**src/rtl/lighting_mode_ctrl.sv**
```systemverilog
// -----------------------------------------------------------------------------
// lighting_mode_ctrl
//
// Purpose:
//   Lamp mode controller between the push-button decoder and the lamp driver.
//   In automatic mode the lamp follows the presence sensor, with a hold-off
//   period after presence drops. In manual mode short presses toggle the lamp,
//   and an inactivity timeout returns the controller to automatic mode.
//
// Parameters:
//   HOLD_T            cycles the lamp stays on in auto mode after presence drops
//   MANUAL_TIMEOUT_T  cycles without a short press before manual reverts to auto
//
// Ports:
//   clk            in   system clock
//   rst            in   asynchronous active-high reset
//   short_press    in   one-cycle pulse, toggles lamp in manual mode
//   long_press     in   one-cycle pulse, toggles auto/manual mode
//   presence       in   presence level, synchronous to clk
//   daylight       in   (only with LIGHT_CTRL_DAYLIGHT_EN) daylight level
//   lamp           out  lamp enable, registered
//   manual         out  high while in manual mode, registered
//   timeout_pulse  out  one-cycle pulse when manual mode times out, registered
//   state_o        out  current state encoding (debug)
//
// Configuration macro:
//   LIGHT_CTRL_DAYLIGHT_EN  adds the daylight input; daylight suppresses the
//                           lamp in auto mode. Undefined: behaves as daylight=0.
// -----------------------------------------------------------------------------
module lighting_mode_ctrl #(
    parameter int HOLD_T           = 30000,
    parameter int MANUAL_TIMEOUT_T = 60000
) (
    input  logic       clk,
    input  logic       rst,
    input  logic       short_press,
    input  logic       long_press,
    input  logic       presence,
`ifdef LIGHT_CTRL_DAYLIGHT_EN
    input  logic       daylight,
`endif
    output logic       lamp,
    output logic       manual,
    output logic       timeout_pulse,
    output logic [2:0] state_o
);

    localparam int MAX_T = (HOLD_T > MANUAL_TIMEOUT_T) ? HOLD_T : MANUAL_TIMEOUT_T;
    localparam int CW    = $clog2(MAX_T + 1);

    localparam logic [CW-1:0] HOLD_LAST = CW'(HOLD_T - 1);
    localparam logic [CW-1:0] MAN_LAST  = CW'(MANUAL_TIMEOUT_T - 1);
    localparam logic [CW-1:0] CNT_ONE   = CW'(1);

    typedef enum logic [2:0] {
        AUTO_IDLE  = 3'd0,
        AUTO_ON    = 3'd1,
        AUTO_HOLD  = 3'd2,
        MANUAL_OFF = 3'd3,
        MANUAL_ON  = 3'd4
    } state_t;

    state_t          state_q, state_d;
    logic [CW-1:0]   hold_cnt_q, hold_cnt_d;
    logic [CW-1:0]   man_cnt_q, man_cnt_d;
    logic            lamp_q, manual_q, tmo_q, tmo_d;
    logic            day_w;

`ifdef LIGHT_CTRL_DAYLIGHT_EN
    assign day_w = daylight;
`else
    assign day_w = 1'b0;
`endif

    function automatic logic lamp_of(input state_t s);
        return (s == AUTO_ON) || (s == AUTO_HOLD) || (s == MANUAL_ON);
    endfunction

    function automatic logic manual_of(input state_t s);
        return (s == MANUAL_OFF) || (s == MANUAL_ON);
    endfunction

    // Leaving manual mode (long press or timeout) lands on the auto state
    // matching the current presence level.
    function automatic state_t auto_entry(input logic pres);
        return pres ? AUTO_ON : AUTO_IDLE;
    endfunction

    // Next-state and counter logic. Counters default to 0 so that any state
    // not actively counting holds them cleared.
    always_comb begin
        state_d    = state_q;
        hold_cnt_d = '0;
        man_cnt_d  = '0;
        tmo_d      = 1'b0;
        case (state_q)
            AUTO_IDLE: begin
                if (long_press)
                    state_d = MANUAL_OFF;
                else if (presence && !day_w)
                    state_d = AUTO_ON;
            end
            AUTO_ON: begin
                if (long_press)
                    state_d = MANUAL_ON;
                else if (day_w)
                    state_d = AUTO_IDLE;
                else if (!presence)
                    state_d = AUTO_HOLD;
            end
            AUTO_HOLD: begin
                if (long_press)
                    state_d = MANUAL_ON;
                else if (day_w)
                    state_d = AUTO_IDLE;
                else if (presence)
                    state_d = AUTO_ON;
                else if (hold_cnt_q == HOLD_LAST)
                    state_d = AUTO_IDLE;
                else
                    hold_cnt_d = hold_cnt_q + CNT_ONE;
            end
            MANUAL_OFF, MANUAL_ON: begin
                // A short press on the terminal count restarts the timeout,
                // so it is tested before the timeout itself.
                if (long_press)
                    state_d = auto_entry(presence);
                else if (short_press)
                    state_d = (state_q == MANUAL_OFF) ? MANUAL_ON : MANUAL_OFF;
                else if (man_cnt_q == MAN_LAST) begin
                    state_d = auto_entry(presence);
                    tmo_d   = 1'b1;
                end else
                    man_cnt_d = man_cnt_q + CNT_ONE;
            end
            default: state_d = AUTO_IDLE;
        endcase
    end

    // Outputs are registered from the next state so they change on the same
    // edge as the state register.
    always_ff @(posedge clk or posedge rst) begin
        if (rst) begin
            state_q    <= AUTO_IDLE;
            hold_cnt_q <= '0;
            man_cnt_q  <= '0;
            lamp_q     <= 1'b0;
            manual_q   <= 1'b0;
            tmo_q      <= 1'b0;
        end else begin
            state_q    <= state_d;
            hold_cnt_q <= hold_cnt_d;
            man_cnt_q  <= man_cnt_d;
            lamp_q     <= lamp_of(state_d);
            manual_q   <= manual_of(state_d);
            tmo_q      <= tmo_d;
        end
    end

    assign lamp          = lamp_q;
    assign manual        = manual_q;
    assign timeout_pulse = tmo_q;
    assign state_o       = state_q;

endmodule

```
**config.mk**
```make
export PLATFORM = sky130hd
export DESIGN_NAME = lighting_mode_ctrl
export DESIGN_NICKNAME = d
export VERILOG_FILES = /design/src/rtl/lighting_mode_ctrl.sv
export SDC_FILE = /design/constraint.sdc
export NUM_CORES = 1
export LEC_CHECK = 0
export ABC_AREA = 1
export CORE_ASPECT_RATIO = 0.6
export CORE_MARGIN = 1
export CORE_UTILIZATION = 63
export CTS_CLUSTER_SIZE = 25
export DETAILED_ROUTE_END_ITERATION = 16
export DONT_BUFFER_PORTS = 1
export PLACE_DENSITY = 0.78
export RECOVER_POWER = 100
export SLEW_MARGIN = 40
export SYNTH_ARGS = -nofsm -noshare
export SYNTH_HDL_FRONTEND = slang
export SYNTH_SLANG_ARGS = --single-unit
```
**constraint.sdc**
```tcl
create_clock -name clk -period 1.6 [get_ports clk]
set_input_delay 0.32 -clock clk [delete_from_list [all_inputs] [get_ports clk]]
set_output_delay 0.32 -clock clk [all_outputs]
set_load 0.02 [all_outputs]
```
==> results of run 1 <==
==> cells in the mapped netlist, types with 4 or more instances <==
cell type   n
nand2_1    49
dfrtp_1    38
nor2_1     38
inv_1      31
a21oi_1    16
nand3_1    16
nor3_1     12
nand4_1     9
nor2_2      9
nand3_2     7
o21ai_0     7
xor2_1      5
inv_2       4
nor3_2      4
==> how the worst min path moves through the flow <==
stage | cells past startpoint | endpoint | startpoint
floorplan | 1 | hold_cnt_q[15] | long_press
global placement | 2 | timeout_pulse | rst
detailed placement | 2 | hold_cnt_q[3] | rst
CTS | 2 | hold_cnt_q[3] | rst
global route | 1 | hold_cnt_q[15] | long_press
finish | 1 | hold_cnt_q[15] | long_press
==> layer usage <==
metal  wire, microns  vias to the layer above
li1                -                      954
met1            2670                      920
met2            2030                       80
met3             422                        6
met4              48                        0
met5               0                        -
==> layout make-up <==
class / instances / area (sq um)
inverter: 37 / 140
sequential: 38 / 955
clock buffer: 6 / 82.6
multi-input combinational: 197 / 1130
clock inverter: 2 / 12.5
tap: 45 / 56.3
fill: 222 / 691
timing repair buffer: 26 / 196
==> kinds of logic after synthesis <==
family	after synthesis	synth area share (%)
AO/OA/AOI/OAI	34	8.94
XOR/XNOR	6	2.42
adder cells (fa/ha/maj)	2	1.15
buffers and inverters	41	7.79
flip-flops	38	43.9
AND/OR/NAND/NOR	155	35.8
==> worst max-delay path: stages (launching register included) <==
cell and delay, ns:
dfrtp_1 0.50, nor2_1 0.12, nand2_1 0.13, nand2_1 0.14
nand2_1 0.09, nand2_1 0.05, a21oi_1 0.16, nand2_1 0.09
nor2_2 0.12, inv_2 0.06, nand2_1 0.06, nand2_1 0.05
==> state kept, by name (all words and copies together), names as in the netlist <==
name           flops
man_cnt_q         16
manual             1
state_o            3
lamp               1
timeout_pulse      1
hold_cnt_q        16
==> what timing repair did <==
action                                  4_1_cts  5_1_grt
endpoints found under the setup margin        0       22
resized for setup                             0       23
buffers inserted                              0        3
==> power groups by stage <==
stage / clock, mW / combinational, mW / sequential (mW)
after CTS: 0.695 / 0.738 / 1.14
after global routing: 0.742 / 0.844 / 1.16
final: 0.693 / 0.778 / 1.16
after floorplan: 0 / 0.449 / 1.19
after global placement: 0 / 0.714 / 1.16
after detailed placement: 0 / 0.731 / 1.16
==> flow_summary.toml, run 1 <==
[setup_path]
crit_required_ns = 1.76
worstPathArrival_ns = 1.83
r2r_end = "manual"
start_kind = "register"
crit_path_max_fanout = 7
setup.worst_path.end = "manual"
end_kind = "register"
worstSetupPathType = "register to register"
ff2ff_path_depth = 11
r2r-start = "state_o[0]"
critPathLaunch = "state_o[0]"
rrSetupSlack_ns = -0.07

[synthesis]
synth-edff-count = 0
postSynthCellCount = 276
synth-async-reset-ratio_pct = 100
synthFlopType = "dfrtp_1"
avgSynthCellArea_sq_um = 7.86
netlist_area_sq_mm = 0.00217
ys_seq_area_share_pct = 43.9
ys_ff_latch = 38
synth_nets = 283
synth_area_leaders = "dfrtp_1 44%, nand2_1 8.5%, nor2_1 6.6%"
synth_top_area_share_pct = 43.9
yosysTopAreaCell = "dfrtp_1"
ys_types = 35
yosysWarnings = 0

[timing]
rsz0062_at_grt = "yes"
slew_headroom_pct = 38.7
hold_slack_ns = 0.109
clock_skew_ns = 0.00980
fmax_ghz = 0.599
hold_viol = 0
worst_slew_pin_slew_ns = 0.919
finalCriticalPeriod_ns = 1.67
maxSlewViolCount = 0
fin_crit_sh_pct = 104
finalWorstSetupSlack_ns = -0.0708
finalSetupViolations = 1
finalSetupTns_ns = -0.0708

[hold_path]
hp-class = "input port to register"

[floorplan]
initial_utilization_pct = 66.4
num_rows = 16
core-area_sq_mm = 0.00326
die_h_microns = 47.4
dieArea_sq_mm = 0.00369
chipWidth_microns = 77.7
ios = 11

[power]
total_power_mw = 2.63
p_seq_share_pct = 44.1
ir_drop_mv = 1.04
intPower_mw = 1.66
p_clk_share_pct = 26.3
power_frac_comb_pct = 29.6
p_per_area_mw_per_mm2 = 1020
p_sw_uw = 969
leakagePower_nw = 1.11
switching_share_pct = 36.9

[layout]
layoutNonFillerInstCount = 351
utilization_pct = 78.8
layout_common_cells = "46 x nand2_1, 36 x nor2_1, 35 x dfrtp_1"
n_antenna_cell = 0
drive_gt1_share_pct = 25.8
area_delta_synth_final_pct = 18.6
stdcell_area_sq_mm = 0.00257
layout.nets = 312
final_common_cell = "nand2_1"

[placed_design]
pre_cts_slack_ns = 0.0310
dp_cells = 340
finalWeightedCongestion = 0.943
io_buffer_count = 0
dp_hpwl_mm = 3.75
place_area_sq_mm = 0.00237

[global_routing]
use_met1_pct = 45.3
met3_usage_pct = 12.4
grt_pass1_wl_mm = 8.04
gr-total-overflow = 0
antenna_found_initial = 0
track_usage_pct = 29.9
grt_max_degree = 39
met2_usage_pct = 39.3
first_global_vias = 1684
busiest_layer = "met1"

[clock_tree]
cts_root_buffer = "clkbuf_8"
insertion_delay_ns = 0.29
cts-htree-levels = 2
cts.sinks = 38
path_clk_slew_ns = 0.07
ctsHoldBuffers = 0
cts_tree = "done"
cts_buffers = 5
clock_path_buffers = 2

[run_status]
status = "finished, violations left"
violations = "setup timing"

[routing]
drt-wirelength-per-cell_microns = 14.7
via_per_inst = 5.58
num_vias = 1960
routed_wl_mm = 5.17
drc = 0
dr.pass1.iters = 4
ant_nets = 0
drtIter0Drc = 164

[run]
max_cap_violations = 0
No activity file was read; power rests on OpenSTA's default activity.
==> run 2: changes to the inputs <==
==> constraint.sdc (replaced) <==
create_clock -name clk -period 1.6 [get_ports clk]
set_input_delay 0.24 -clock clk [delete_from_list [all_inputs] [get_ports clk]]
set_output_delay 0.24 -clock clk [all_outputs]
set_load 0.02 [all_outputs]
==> run 2 against run 1 <==
The flow still finishes with violations (setup timing). Global-route usage did not move. Sequential share of layout area decreased by 0.18 points. Final cell count grew 0.28%. Combinational power is essentially flat. Critical path depth unchanged. Via count rose by 1.7%. Clock skew down 0.0026 ns. Power down 0.18%. Die area unchanged. Worst hold slack got worse by 0.078 ns. Sequential power about the same.
==> flow_summary.toml, run 2 (synthesis results as in run 1) <==
[run_status]
status = "finished, violations left"
violations = "setup timing"

[power]
p_clk_share_pct = 26.3
switching_share_pct = 36.7
ir_drop_mv = 1.04
p_sw_uw = 963
power_frac_comb_pct = 29.7
leakagePower_nw = 1.11
p_seq_share_pct = 44.1
intPower_mw = 1.66
p_per_area_mw_per_mm2 = 1020

[routing]
ant_nets = 0
drt-wirelength-per-cell_microns = 14.8
num_vias = 1993
top_layer_used = "met4"
dr.pass1.iters = 6
drc = 0
routed_wl_mm = 5.20
via_per_inst = 5.66
wl_met2_mm = 2.09
met3_length_microns = 484
drtIter0Drc = 169
drt-met1-wl_mm = 2.59

[setup_path]
ff2ff_path_depth = 11
end_kind = "register"
worst-path-stages = 11
worstSetupPathType = "register to register"
critPathLaunch = "state_o[0]"
path_cells = "nor2_1, nand2_1, nand2_1, nand2_1, nand2_1, a21oi_1, nand2_1, nor2_2, inv_2, nand2_1, nand2_1"
r2r_end = "manual"
cpMostUsedCell = "nand2_1"
crit_path_max_fanout = 7
setup.worst_path.end = "manual"
cp_num_buf_inv = 1
cp_slowest_cell = "dfrtp_1"
cp_top_family = "simple AND/OR/NAND/NOR gates"
crit_required_ns = 1.76
worstPathArrival_ns = 1.81
slowest_delay_ns = 0.49
r2r-start = "state_o[0]"
start_kind = "register"
rrSetupSlack_ns = -0.05

[floorplan]
die_h_microns = 47.4
chipWidth_microns = 77.7
initial_utilization_pct = 66.4
ios = 11
core-area_sq_mm = 0.00326
num_rows = 16
dieArea_sq_mm = 0.00369

[layout]
drive_gt1_share_pct = 26.1
layout.nets = 313
layoutNonFillerInstCount = 352
stdcell_area_sq_mm = 0.00258
n_antenna_cell = 0
area_delta_synth_final_pct = 19.2
layout_common_cells = "46 x nand2_1, 35 x nor2_1, 35 x dfrtp_1"
final_common_cell = "nand2_1"

[clock_tree]
clock_path_buffers = 2
cts_root_buffer = "clkbuf_8"
cts-htree-levels = 2
cts_tree = "done"
cts_buffers = 5
cts.sinks = 38
insertion_delay_ns = 0.28
path_clk_slew_ns = 0.07

[hold_path]
hp-class = "input port to register"
min-delay-start = "long_press"

[placed_design]
finalWeightedCongestion = 0.943
place_area_sq_mm = 0.00237
io_buffer_count = 0
dp_cells = 340
dp_hpwl_mm = 3.75

[global_routing]
first_global_vias = 1684
track_usage_pct = 29.9
grt_pass1_wl_mm = 8.04
gr-total-overflow = 0
grt_max_degree = 39
antenna_found_initial = 0

[timing]
rsz0062_at_grt = "yes"
worst_slew_pin_slew_ns = 0.923
finalWorstSetupSlack_ns = -0.0483
finalSetupTns_ns = -0.0483
hold_viol = 0
maxSlewViolCount = 0
fmax_ghz = 0.607
finalSetupViolations = 1
finalCriticalPeriod_ns = 1.65
clock_skew_ns = 0.00720
fin_crit_sh_pct = 103
slew_headroom_pct = 38.5

[run]
max_cap_violations = 0
run 2: worst min-delay path by stage:
stage | end | slack, ns | cells past startpoint
6_report | hold_cnt_q[15] | 0.03 | 1
3_3_place_gp | timeout_pulse | 0.27 | 2
4_1_cts | hold_cnt_q[15] | 0.03 | 1
2_1_floorplan | hold_cnt_q[15] | 0.31 | 1
3_5_place_dp | hold_cnt_q[3] | 0.27 | 2
5_1_grt | hold_cnt_q[15] | 0.02 | 1
run 2: cell type report:
class / instances / area (sq um)
inverters: 37 / 140
clock inverters: 2 / 12.5
well taps: 45 / 56.3
flip-flops and latches: 38 / 955
fillers: 220 / 678
repair buffers: 27 / 206
clock buffers: 6 / 82.6
multi-input cells: 197 / 1130
run 2: per-layer routing:
layer,up-vias,GRT usage (%)
li1,958,-
met1,951,45.3
met2,80,39.3
met3,4,12.4
met4,0,5.66
met5,-,0
run 2: power by group through the flow:
stage	Clock, mW	Combinational [mW]	Sequential (mW)
6_report	0.689	0.779	1.16
5_1_grt	0.742	0.846	1.16
4_1_cts	0.695	0.740	1.14
3_5_place_dp	0	0.731	1.16
3_3_place_gp	0	0.714	1.16
2_1_floorplan	0	0.449	1.19
run 2: metrics by stage:
step	utilization [%]	power (mW)	hold slack (ns)	setup slack (ns)
floorplan	-	1.64	0.311	0.148
global route	79.2	2.75	0.0217	-0.159
global placement	72.6	1.87	0.271	0.0468
CTS	75.8	2.58	0.0288	0.0209
detailed placement	72.6	1.89	0.273	0.0310
finish	79.2	2.62	0.0306	-0.0483
run 2: what timing repair did:
item,4_1_cts,5_1_grt
setup buffers,0,3
gates resized for setup,0,23
endpoints found under the hold margin,38,0
hold buffers,1,0
setup endpoints to repair,0,22
==> run 3: changes to the inputs <==
--- a/config.mk
+++ b/config.mk
@@ -6,13 +6,14 @@
 export NUM_CORES = 1
 export LEC_CHECK = 0
 export ABC_AREA = 1
+export BUFFER_PORTS_ARGS = -buffer_cell sky130_fd_sc_hd__buf_2
 export CORE_ASPECT_RATIO = 0.6
 export CORE_MARGIN = 1
-export CORE_UTILIZATION = 63
+export CORE_UTILIZATION = 60
+export CTS_BUF_LIST = sky130_fd_sc_hd__clkbuf_16
 export CTS_CLUSTER_SIZE = 25
 export DETAILED_ROUTE_END_ITERATION = 16
-export DONT_BUFFER_PORTS = 1
-export PLACE_DENSITY = 0.78
+export PLACE_DENSITY = 0.77
 export RECOVER_POWER = 100
 export SLEW_MARGIN = 40
 export SYNTH_ARGS = -nofsm -noshare
==> run 3 against run 2 <==
The flow now finishes without violations. Flip-flop and latch count stayed put. Worst setup slack gained 0.066 ns. Critical path type unchanged. Global-route usage rose by 0.53 points. Power up 15%. Sequential share of layout area shrank 1.2 points.
==> flow_summary.toml, run 3 (synthesis results as in run 1) <==
[timing]
slew_headroom_pct = 37.3
finalWorstSetupSlack_ns = 0.0178
rsz0062_at_grt = "yes"
fin_crit_sh_pct = 98.9
fmax_ghz = 0.632
hold_viol = 0
finalSetupViolations = 0
clock_skew_ns = 0.00419
finalCriticalPeriod_ns = 1.58
maxSlewViolCount = 0
worst_slew_pin_slew_ns = 0.941

[floorplan]
dieArea_sq_mm = 0.00387
num_rows = 16
core-area_sq_mm = 0.00334
die_h_microns = 48.6
initial_utilization_pct = 64.9
chipWidth_microns = 79.6
ios = 11

[layout]
num-fill-cells = 213
multiInputGateArea_sq_mm = 0.00117
final_common_cell = "nand2_1"
area_delta_synth_final_pct = 23.5
regArea_sq_um = 957
layoutNonFillerInstCount = 358
layout_common_cells = "45 x nand2_1, 34 x nor2_1, 33 x dfrtp_1"
drive_gt1_share_pct = 28.8
utilization_pct = 80.1
layout.nets = 319
n_antenna_cell = 0
stdcell_area_sq_mm = 0.00268

[placed_design]
io_buffer_count = 10
pre_cts_slack_ns = -0.00161
finalWeightedCongestion = 0.917
place_area_sq_mm = 0.00237
dp_cells = 344
dp_hpwl_mm = 3.64

[clock_tree]
clock_path_buffers = 2
cts_tree = "done"
insertion_delay_ns = 0.28
cts_buffers = 5
path_clk_slew_ns = 0.06
cts.sinks = 38
cts_root_buffer = "clkbuf_16"
cts-htree-levels = 2

[global_routing]
gr-total-overflow = 0
grt_max_degree = 39
antenna_found_initial = 0
grt_pass1_wl_mm = 8.74
first_global_vias = 1792
track_usage_pct = 30.4

[routing]
drtIter0Drc = 150
num_vias = 2045
routed_wl_mm = 5.58
dr.pass1.iters = 7
via_per_inst = 5.71
drc = 0
ant_nets = 0
drt-wirelength-per-cell_microns = 15.6

[power]
leakagePower_nw = 1.15
p_sw_mw = 1.08
power_frac_comb_pct = 30.2
ir_drop_mv = 1.32
intPower_mw = 1.95
p_seq_share_pct = 38.3
p_clk_share_pct = 31.5
switching_share_pct = 35.7
p_per_area_mw_per_mm2 = 1130
total_power_mw = 3.03

[hold_path]
hp-class = "input port to register"
worstHoldPathCells = 2

[setup_path]
slowest_delay_ns = 0.41
end_kind = "register"
worst-path-stages = 10
crit_required_ns = 1.77
crit_path_max_fanout = 4
start_kind = "register"
worstSetupPathType = "register to register"
cp_top_family = "simple AND/OR/NAND/NOR gates"
cpMostUsedCell = "nand2_1"
worstPathArrival_ns = 1.76
ff2ff_path_depth = 10
cp_num_buf_inv = 1
path_cells = "buf_4, nand3_2, nor2_2, nand2_1, nor2_4, nand3_4, nor2_2, nand2_1, nand2_1, nor2_1"
cp_slowest_cell = "dfrtp_1"

[run_status]
status = "completed"

[run]
max_cap_violations = 0
-- run 3: cell type report --
type | count | area share [%]
Clock buffer | 5 | 4.67
Clock inverter | 3 | 0.467
Inverter | 37 | 5.23
Multi-Input combinational cell | 197 | 43.7
Sequential cell | 38 | 35.7
Tap cell | 45 | 2.10
Timing Repair Buffer | 33 | 8.08
-- run 3: final timing paths --
check	endpoint	from	slack [ns]
setup / recovery	man_cnt_q[13]	man_cnt_q[0]	0.02
hold / removal	hold_cnt_q[15]	long_press	0.19
setup reg to reg	man_cnt_q[13]	man_cnt_q[0]	0.02
hold reg to reg	man_cnt_q[15]	man_cnt_q[15]	0.47
max in group asynchronous	state_o[1]	rst	0.70
min in group asynchronous	hold_cnt_q[0]	rst	0.25
-- run 3: power by group through the flow --
stage | sequential (mW) | combinational (mW) | clock (mW)
final | 1.16 | 0.914 | 0.953
after CTS | 1.12 | 0.769 | 0.950
after floorplan | 1.19 | 0.449 | 0
after global routing | 1.16 | 1.00 | 0.991
after detailed placement | 1.13 | 0.751 | 0
after global placement | 1.13 | 0.727 | 0
-- run 3: repair_timing --
item | CTS | global route
setup buffers | 0 | 6
setup endpoints to repair | 0 | 28
resized for setup | 0 | 35
hold buffers | 0 | 0
-- run 3: stage by stage --
step                hold WS [ns]  setup TNS [ns]
finish                     0.186               0
global route               0.188          -0.401
CTS                        0.106               0
detailed placement         0.403        -0.00161
global placement           0.377               0
floorplan                  0.311               0
-- run 3: per-layer routing --
layer	vias to the layer above	GRT usage, %	share of wire, %
met5	-	0	0
met4	0	10.3	2.1
met3	16	9.06	10
met2	108	37.7	41
met1	944	48.8	47
li1	977	-	-
